## config.mk

```make
export PLATFORM = sky130hd
export DESIGN_NAME = mem_port_arb_flat
export DESIGN_NICKNAME = d
export VERILOG_FILES = /design/src/rtl/core_mem_pkg.sv /design/src/rtl/mem_port_arb_if.sv /design/src/rtl/mem_port_arb_lsu_align.sv /design/src/rtl/mem_port_arb.sv /design/src/flat_wrapper.sv
export SDC_FILE = /design/constraint.sdc
export NUM_CORES = 1
export LEC_CHECK = 0
export CORE_MARGIN = 2
export CORE_UTILIZATION = 35
export CTS_CLUSTER_SIZE = 12
export DETAILED_ROUTE_END_ITERATION = 8
export GPL_TIMING_DRIVEN = 1
export PLACE_DENSITY_LB_ADDON = 0.08
export SYNTH_ARGS = -nofsm -noshare
export SYNTH_HDL_FRONTEND = slang
export SYNTH_SLANG_ARGS = --single-unit
```

## constraint.sdc

```tcl
create_clock -name clk -period 2 [get_ports clk]
set_input_delay 0.4 -clock clk [delete_from_list [all_inputs] [get_ports clk]]
set_output_delay 0.4 -clock clk [all_outputs]
set_load 0.1 [all_outputs]
```

## src/rtl/core_mem_pkg.sv

```systemverilog
// Shared definitions for the memory-port arbiter: funct3 codes, arbiter
// state encoding and bus geometry.
package core_mem_pkg;

  localparam int XLEN = 32;
  localparam int BE_W = XLEN / 8;

  localparam logic [2:0] F3_B  = 3'b000;
  localparam logic [2:0] F3_H  = 3'b001;
  localparam logic [2:0] F3_W  = 3'b010;
  localparam logic [2:0] F3_BU = 3'b100;
  localparam logic [2:0] F3_HU = 3'b101;

  typedef enum logic [1:0] {
    ST_IDLE       = 2'd0,
    ST_DATA_WAIT  = 2'd1,
    ST_FETCH_WAIT = 2'd2
  } arb_state_e;

  // Encodings with no load/store meaning in RV32.
  function automatic logic f3_illegal(input logic [2:0] f3);
    return (f3 == 3'b011) || (f3 == 3'b110) || (f3 == 3'b111);
  endfunction

endpackage

```

## src/rtl/mem_port_arb_if.sv

```systemverilog
// Shared memory bus: request/write channel from the arbiter, ack/read data
// back from the memory side.
interface mem_port_arb_if;
  logic                              bus_req;
  logic                              bus_we;
  logic [core_mem_pkg::XLEN-1:0]     bus_addr;
  logic [core_mem_pkg::XLEN-1:0]     bus_wdata;
  logic [core_mem_pkg::BE_W-1:0]     bus_be;
  logic                              bus_ack;
  logic [core_mem_pkg::XLEN-1:0]     bus_rdata;

  modport master (
    output bus_req, bus_we, bus_addr, bus_wdata, bus_be,
    input  bus_ack, bus_rdata
  );

  modport slave (
    input  bus_req, bus_we, bus_addr, bus_wdata, bus_be,
    output bus_ack, bus_rdata
  );
endinterface

```

## src/rtl/mem_port_arb_lsu_align.sv

```systemverilog
// Combinational load/store alignment: store byte-lane placement, load
// byte/half extraction with extension, and misalignment/illegal funct3 check.
module lsu_align
  import core_mem_pkg::*;
(
  input  logic [2:0]                st_f3,
  input  logic [1:0]                st_off,
  input  logic [XLEN-1:0]           st_data,
  input  logic [2:0]                ld_f3,
  input  logic [1:0]                ld_off,
  input  logic [XLEN-1:0]           ld_raw,
  output logic                      fault,
  output logic [BE_W-1:0]           st_be,
  output logic [BE_W-1:0][7:0]      st_lanes,
  output logic [XLEN-1:0]           ld_data
);

  logic            st_is_b, st_is_h, st_is_w;
  logic [BE_W-1:0][7:0] raw_b;
  logic [7:0]      ld_byte;
  logic [15:0]     ld_half;

  assign st_is_b = (st_f3[1:0] == 2'b00);
  assign st_is_h = (st_f3[1:0] == 2'b01);
  assign st_is_w = (st_f3[1:0] == 2'b10);

  assign fault = f3_illegal(st_f3) | (st_is_h & st_off[0]) | (st_is_w & (|st_off));

  // Narrow stores replicate across the word so each lane already carries
  // its byte; the enables pick which lanes the memory actually writes.
  for (genvar i = 0; i < BE_W; i++) begin : g_lane
    assign st_be[i]    = st_is_b ? (st_off == 2'(i)) :
                         st_is_h ? (st_off[1] == 1'(i / 2)) : 1'b1;
    assign st_lanes[i] = st_is_b ? st_data[7:0] :
                         st_is_h ? st_data[8*(i%2) +: 8] : st_data[8*i +: 8];
  end

  assign raw_b   = ld_raw;
  assign ld_byte = raw_b[ld_off];
  assign ld_half = ld_off[1] ? ld_raw[31:16] : ld_raw[15:0];

  always_comb begin
    ld_data = ld_raw;
    case (ld_f3)
      F3_B:    ld_data = {{24{ld_byte[7]}}, ld_byte};
      F3_H:    ld_data = {{16{ld_half[15]}}, ld_half};
      F3_BU:   ld_data = {24'd0, ld_byte};
      F3_HU:   ld_data = {16'd0, ld_half};
      default: ld_data = ld_raw;
    endcase
  end

endmodule

```

## src/rtl/mem_port_arb.sv

```systemverilog
// Arbitrates the single memory bus between instruction fetch and the MEM
// stage load/store, with a streak limit so fetch cannot starve.
module mem_port_arb
  import core_mem_pkg::*;
#(
  parameter int MAX_DATA_STREAK = 4,
  parameter int STREAK_W        = 3
) (
  input  logic             clk,
  input  logic             rstn,
  input  logic             me_mem_read,
  input  logic             me_mem_write,
  input  logic [XLEN-1:0]  me_alu_o,
  input  logic [XLEN-1:0]  me_regs_data2,
  input  logic [2:0]       me_func3_code,
  output logic [XLEN-1:0]  me_rdata,
  output logic             me_done,
  output logic             me_fault,
  output logic             stall_me,
  input  logic             if_req,
  input  logic [XLEN-1:0]  if_addr,
  input  logic             if_flush,
  output logic [XLEN-1:0]  if_rdata,
  output logic             if_done,
  output logic             stall_if,
  mem_port_arb_if.master   bus
);

  arb_state_e            state, state_nxt;
  logic [STREAK_W-1:0]   streak;
  logic                  discard;
  logic [2:0]            acc_f3;
  logic [1:0]            acc_off;

  logic                  mem_acc, fault_cond, dreq, freq, streak_full;
  logic                  grant_f, grant_d;
  logic [BE_W-1:0]       st_be;
  logic [BE_W-1:0][7:0]  st_lanes;
  logic [XLEN-1:0]       ld_data;
  logic                  unused_if_addr;

  // Fetch addresses are word aligned by contract; low bits are dropped.
  assign unused_if_addr = ^if_addr[1:0];

  lsu_align u_align (
    .st_f3    (me_func3_code),
    .st_off   (me_alu_o[1:0]),
    .st_data  (me_regs_data2),
    .ld_f3    (acc_f3),
    .ld_off   (acc_off),
    .ld_raw   (bus.bus_rdata),
    .fault    (fault_cond),
    .st_be    (st_be),
    .st_lanes (st_lanes),
    .ld_data  (ld_data)
  );

  assign mem_acc     = me_mem_read | me_mem_write;
  assign dreq        = mem_acc & ~fault_cond;
  assign freq        = if_req & ~if_flush;
  assign streak_full = (streak == STREAK_W'(MAX_DATA_STREAK));

  always_ff @(posedge clk) begin
    if (!rstn) state <= ST_IDLE;
    else       state <= state_nxt;
  end

  always_comb begin
    state_nxt = state;
    grant_f   = 1'b0;
    grant_d   = 1'b0;
    me_done   = 1'b0;
    me_fault  = 1'b0;
    if_done   = 1'b0;
    case (state)
      ST_IDLE: begin
        me_fault = mem_acc & fault_cond;
        if (freq && (!dreq || streak_full)) begin
          grant_f   = 1'b1;
          state_nxt = ST_FETCH_WAIT;
        end else if (dreq) begin
          grant_d   = 1'b1;
          state_nxt = ST_DATA_WAIT;
        end
      end
      ST_DATA_WAIT: if (bus.bus_ack) begin
        me_done   = 1'b1;
        state_nxt = ST_IDLE;
      end
      ST_FETCH_WAIT: if (bus.bus_ack) begin
        if_done   = ~discard;
        state_nxt = ST_IDLE;
      end
      default: state_nxt = ST_IDLE;
    endcase
  end

  assign me_rdata = ld_data;
  assign if_rdata = bus.bus_rdata;
  assign stall_me = mem_acc & ~me_done & ~me_fault;
  assign stall_if = if_req & ~if_done & ~if_flush;

  // Bus channel is registered at the grant edge and held until the ack cycle.
  always_ff @(posedge clk) begin
    if (!rstn) begin
      bus.bus_req   <= 1'b0;
      bus.bus_we    <= 1'b0;
      bus.bus_addr  <= '0;
      bus.bus_wdata <= '0;
      bus.bus_be    <= '0;
      acc_f3        <= '0;
      acc_off       <= '0;
    end else if (grant_f) begin
      bus.bus_req   <= 1'b1;
      bus.bus_we    <= 1'b0;
      bus.bus_addr  <= {if_addr[XLEN-1:2], 2'b00};
      bus.bus_wdata <= '0;
      bus.bus_be    <= '1;
    end else if (grant_d) begin
      bus.bus_req   <= 1'b1;
      bus.bus_we    <= me_mem_write;
      bus.bus_addr  <= {me_alu_o[XLEN-1:2], 2'b00};
      bus.bus_wdata <= me_mem_write ? st_lanes : '0;
      bus.bus_be    <= me_mem_write ? st_be : '1;
      acc_f3        <= me_func3_code;
      acc_off       <= me_alu_o[1:0];
    end else if (state != ST_IDLE && bus.bus_ack) begin
      bus.bus_req   <= 1'b0;
      bus.bus_we    <= 1'b0;
    end
  end

  // Streak only counts data wins that actually kept a fetch waiting.
  always_ff @(posedge clk) begin
    if (!rstn || !freq || grant_f)          streak <= '0;
    else if (grant_d && !streak_full)       streak <= streak + 1'b1;
  end

  // A flushed fetch still has to drain from the bus; its data is dropped.
  always_ff @(posedge clk) begin
    if (!rstn)                                            discard <= 1'b0;
    else if (state == ST_FETCH_WAIT && bus.bus_ack)       discard <= 1'b0;
    else if (state == ST_FETCH_WAIT && if_flush)          discard <= 1'b1;
  end

endmodule

```

## src/flat_wrapper.sv

```systemverilog
// flat-port wrapper written by rule: the top's interface ports become plain ports
module mem_port_arb_flat import core_mem_pkg::*;
#(
  parameter int MAX_DATA_STREAK = 4,
  parameter int STREAK_W        = 3
)
  (clk, rstn, me_mem_read, me_mem_write, me_alu_o, me_regs_data2, me_func3_code, me_rdata, me_done, me_fault, stall_me, if_req, if_addr, if_flush, if_rdata, if_done, stall_if, bus_bus_req, bus_bus_we, bus_bus_addr, bus_bus_wdata, bus_bus_be, bus_bus_ack, bus_bus_rdata);
  mem_port_arb_if bus_i ();
  input  logic clk;
  input  logic rstn;
  input  logic me_mem_read;
  input  logic me_mem_write;
  input  logic [XLEN-1:0] me_alu_o;
  input  logic [XLEN-1:0] me_regs_data2;
  input  logic [2:0] me_func3_code;
  output logic [XLEN-1:0] me_rdata;
  output logic me_done;
  output logic me_fault;
  output logic stall_me;
  input  logic if_req;
  input  logic [XLEN-1:0] if_addr;
  input  logic if_flush;
  output logic [XLEN-1:0] if_rdata;
  output logic if_done;
  output logic stall_if;
  output wire logic [$bits(bus_i.bus_req)-1:0] bus_bus_req;
  output wire logic [$bits(bus_i.bus_we)-1:0] bus_bus_we;
  output wire logic [$bits(bus_i.bus_addr)-1:0] bus_bus_addr;
  output wire logic [$bits(bus_i.bus_wdata)-1:0] bus_bus_wdata;
  output wire logic [$bits(bus_i.bus_be)-1:0] bus_bus_be;
  input wire logic [$bits(bus_i.bus_ack)-1:0] bus_bus_ack;
  input wire logic [$bits(bus_i.bus_rdata)-1:0] bus_bus_rdata;
  assign bus_bus_req = bus_i.bus_req;
  assign bus_bus_we = bus_i.bus_we;
  assign bus_bus_addr = bus_i.bus_addr;
  assign bus_bus_wdata = bus_i.bus_wdata;
  assign bus_bus_be = bus_i.bus_be;
  assign bus_i.bus_ack = bus_bus_ack;
  assign bus_i.bus_rdata = bus_bus_rdata;
  mem_port_arb #(.MAX_DATA_STREAK(MAX_DATA_STREAK), .STREAK_W(STREAK_W)) u_core (.clk(clk), .rstn(rstn), .me_mem_read(me_mem_read), .me_mem_write(me_mem_write), .me_alu_o(me_alu_o), .me_regs_data2(me_regs_data2), .me_func3_code(me_func3_code), .me_rdata(me_rdata), .me_done(me_done), .me_fault(me_fault), .stall_me(stall_me), .if_req(if_req), .if_addr(if_addr), .if_flush(if_flush), .if_rdata(if_rdata), .if_done(if_done), .stall_if(stall_if), .bus(bus_i));
endmodule
```

==> flow_summary.yaml <==
global_route:
  grt_max_degree: 47
  antenna_found_initial: 1
  grt_overflow: 0
  grtUsageTotal: 0.251
  grt_first_pass_wirelength_um: 29800
  grt_pass1_vias: 5858
min_path:
  hp-start: "me_alu_o[1]"
  whs_path_depth: 3
  hold_path.class: "input port to flop"
  whs_endpoint: "u_core.acc_off[1]"
die:
  fp.dieH_um: 123
  core_area_um2: 13800
  start_util: 0.356
  core.rowCount: 43
  dieArea_um2: 15000
  ios: 277
  die_w_um: 123
route:
  drt-pass1-iter-count: 6
  drcViolationCount: 0
  dr_total_vias: 5928
  drt_iter0_markers: 285
  wl_um: 19600
  ant_nets: 0
  via_per_inst: 5.44
  wire_per_inst_um: 18.0
sta:
  min_period_ns: 2.39
  finalSetupViolations: 32
  finalSetupTns_ns: -8.87
  finalHoldViolations: 0
  finClkSkew_ns: 0.00708
  rsz0062_at_grt: "true"
  finalMaxSlewViolations: 0
  period_share: 1.19
  worst_slack_ns: -0.387
  fmaxAchievable_mhz: 419
run:
  maxCapViolations: 0
layout:
  design_area_um2: 9500
  instances_no_fill: 1090
  final_nets: 1048
  drive_gt1_frac: 0.381
  syn_to_final_growth_pct: 92.8
outcome:
  status: "finished with violations"
  violations: "negative setup slack"
power:
  fin_total_pwr_mw: 8.32
  vdd_ir_drop_max_uv: 499
  p_per_area_nw_per_um2: 876
  leakage_nw: 3.79
setup_path:
  path_cells: "mux2_4, mux2i_4, nor4_4, buf_12, a221o_4, buf_12"
  rr_startpoint: "u_core.streak[0]"
  r2r_end: "u_core.bus.bus_be[3]"
  crit_family: "multiplexers"
  rr_worst_depth: 6
  worst_ep_required_time_ns: 1.60
  worstSetupEndpointType: "output port"
  path_max_fanout: 7
  startpoint_type: "flop"
  path_class: "flop to output port"
  r2r_slack_ns: 0.17
  path_buf_inv: 2
  critPathMaxStageDelay_ns: 0.38
  crit_path_frequent_cell: "buf_12"
  worstPathArrival_ns: 1.99
  slowest_stage: "dfxtp_4"
place:
  place_ws_ns: -0.534
  dp_hpwl_um: 14600
  place.gp.congestion: 0.830
  placed_area_um2: 9000
  dp_cells: 1063
  port_buffers: 272
yosys:
  synth_area_um2: 4930
  async_flop_share: 0
  ys_seq_elements: 79
  ys_types: 50
  synth-edff-count: 0
  yosys.area.top_type: "dfxtp_1"
  ys_seq_area_frac: 0.321
  synth_top_cell_area_share: 0.321
  yosys_warnings: 0
  syn_inst: 623
  synthFlopType: "dfxtp_1"
  syn_area_per_cell_um2: 7.91
  ys_top_cells_by_area: "dfxtp_1, o21ai_0, buf_4"
cts:
  cts_tree: "built"
  clkLatencyLatePin_ns: 0.34
  cts_sinks: 79
  cts_root_buf: "clkbuf_16"
  cts_inserted_buffers: 9
  clock_path_buffers: 2
  cts-htree-levels: 3
  cts.clk_slew.worst_paths_ns: 0.06
[sequential cells by signal, summed over array words and instances (netlist names)]
name / flops
u_core.discard: 1
u_core.bus.bus_addr: 30
u_core.acc_off: 2
u_core.acc_f3: 3
u_core.streak: 3
u_core.bus.bus_be: 4
u_core.state: 2
u_core.bus.bus_wdata: 32
u_core.bus.bus_req: 1
u_core.bus.bus_we: 1
[per-stage QoR]
stage,hold WS [ns],utilization
floorplan,0.467,-
global placement,0.460,0.651
detailed placement,0.467,0.651
CTS,0.474,0.678
global route,0.363,0.687
finish,0.362,0.687
[logic make-up (layout without fill, tap and decap cells)]
logic type                 count (synthesis)  after routing  share of synthesized area
AOI/OAI and AO/OA                        213            213                      0.285
other                                      1              3                   0.000761
and+or+nand+nor                          182            182                      0.185
buffers and inverters                    108            393                      0.121
DFF                                       79             79                      0.321
muxes                                     35             35                     0.0757
adders and majority gates                  5              5                     0.0127
[worst reg2reg max path: cells and delay by family, from the launching register on]
kind / cells / cell delay, ns
AND/OR/NAND/NOR: 2 / 0.70
flip-flops: 1 / 0.36
AO/OA/AOI/OAI: 2 / 0.35
adder cells (fa/ha/maj): 1 / 0.24
buffers and inverters: 1 / 0.07
[where the power goes]
part           internal [mW]  total [mW]  switching (mW)
Combinational           1.73        5.00            3.27
Clock                  0.872        1.53           0.656
Sequential              1.71        1.79          0.0826
[synthesized netlist by cell type (5+ instances only)]
cell	number
dfxtp_1	79
o21ai_0	69
a21oi_1	52
nand2_1	52
clkbuf_1	44
buf_4	41
nand3_1	37
nor3_1	36
nand4_1	32
a311oi_1	22
mux2_2	18
mux2i_1	17
o21ai_1	15
nor2_1	12
buf_2	10
a221o_1	7
a22o_1	7
inv_1	7
o22a_1	7
a311oi_2	6
ha_1	5
o221a_2	5
[repair_timing]
| item | CTS | global route |
|---|---|---|
| pin swaps | 6 | 7 |
| cloned | 0 | 3 |
| gates resized for setup | 33 | 21 |
| hold buffers | 0 | 0 |
| setup endpoints to repair | 99 | 35 |
| buffers inserted | 2 | 9 |
[cell usage in the layout, fill, tap and decap left out, types with 10 or more instances in the layout]
cell type	n
dfxtp_1	74
buf_4	149
a311oi_1	22
o21ai_1	13
clkbuf_16	11
nand2_8	10
nor3_1	36
o21ai_0	65
clkdlybuf4s50_1	126
buf_12	79
nand4_1	32
nand3_1	37
mux2_2	16
nand2_1	37
mux2i_1	15
a21oi_1	51
[final cells by class]
cell class	count	area, um^2
antenna	1	2.50
timing repair buffer	369	4130
sequential	79	1590
fill	1101	4330
clock inverter	4	30.0
inverter	9	38.8
multi-input combinational	437	3240
clock buffer	11	243
tap	180	225
[per-layer routing]
metal  GRT usage  routed length, um  up-vias
met5           0                  0        -
met4       0.111                574        0
met1       0.292               7650     2780
met2       0.433               9950      249
met3      0.0623               1460       37
li1            -                  -     2862
[worst max path at each step]
stage	startpoint	endpoint	slack, ns	depth (start not counted)
floorplan	me_func3_code[0]	stall_me	-0.23	4
CTS	u_core.acc_off[1]	me_rdata[12]	-0.39	6
global route	u_core.acc_off[1]	me_rdata[23]	-0.45	6
finish	u_core.acc_off[1]	me_rdata[9]	-0.39	6
detailed placement	bus_bus_rdata[23]	me_rdata[9]	-0.53	6
global placement	bus_bus_rdata[23]	me_rdata[8]	-0.46	6
(Power assumes the default switching activity.)
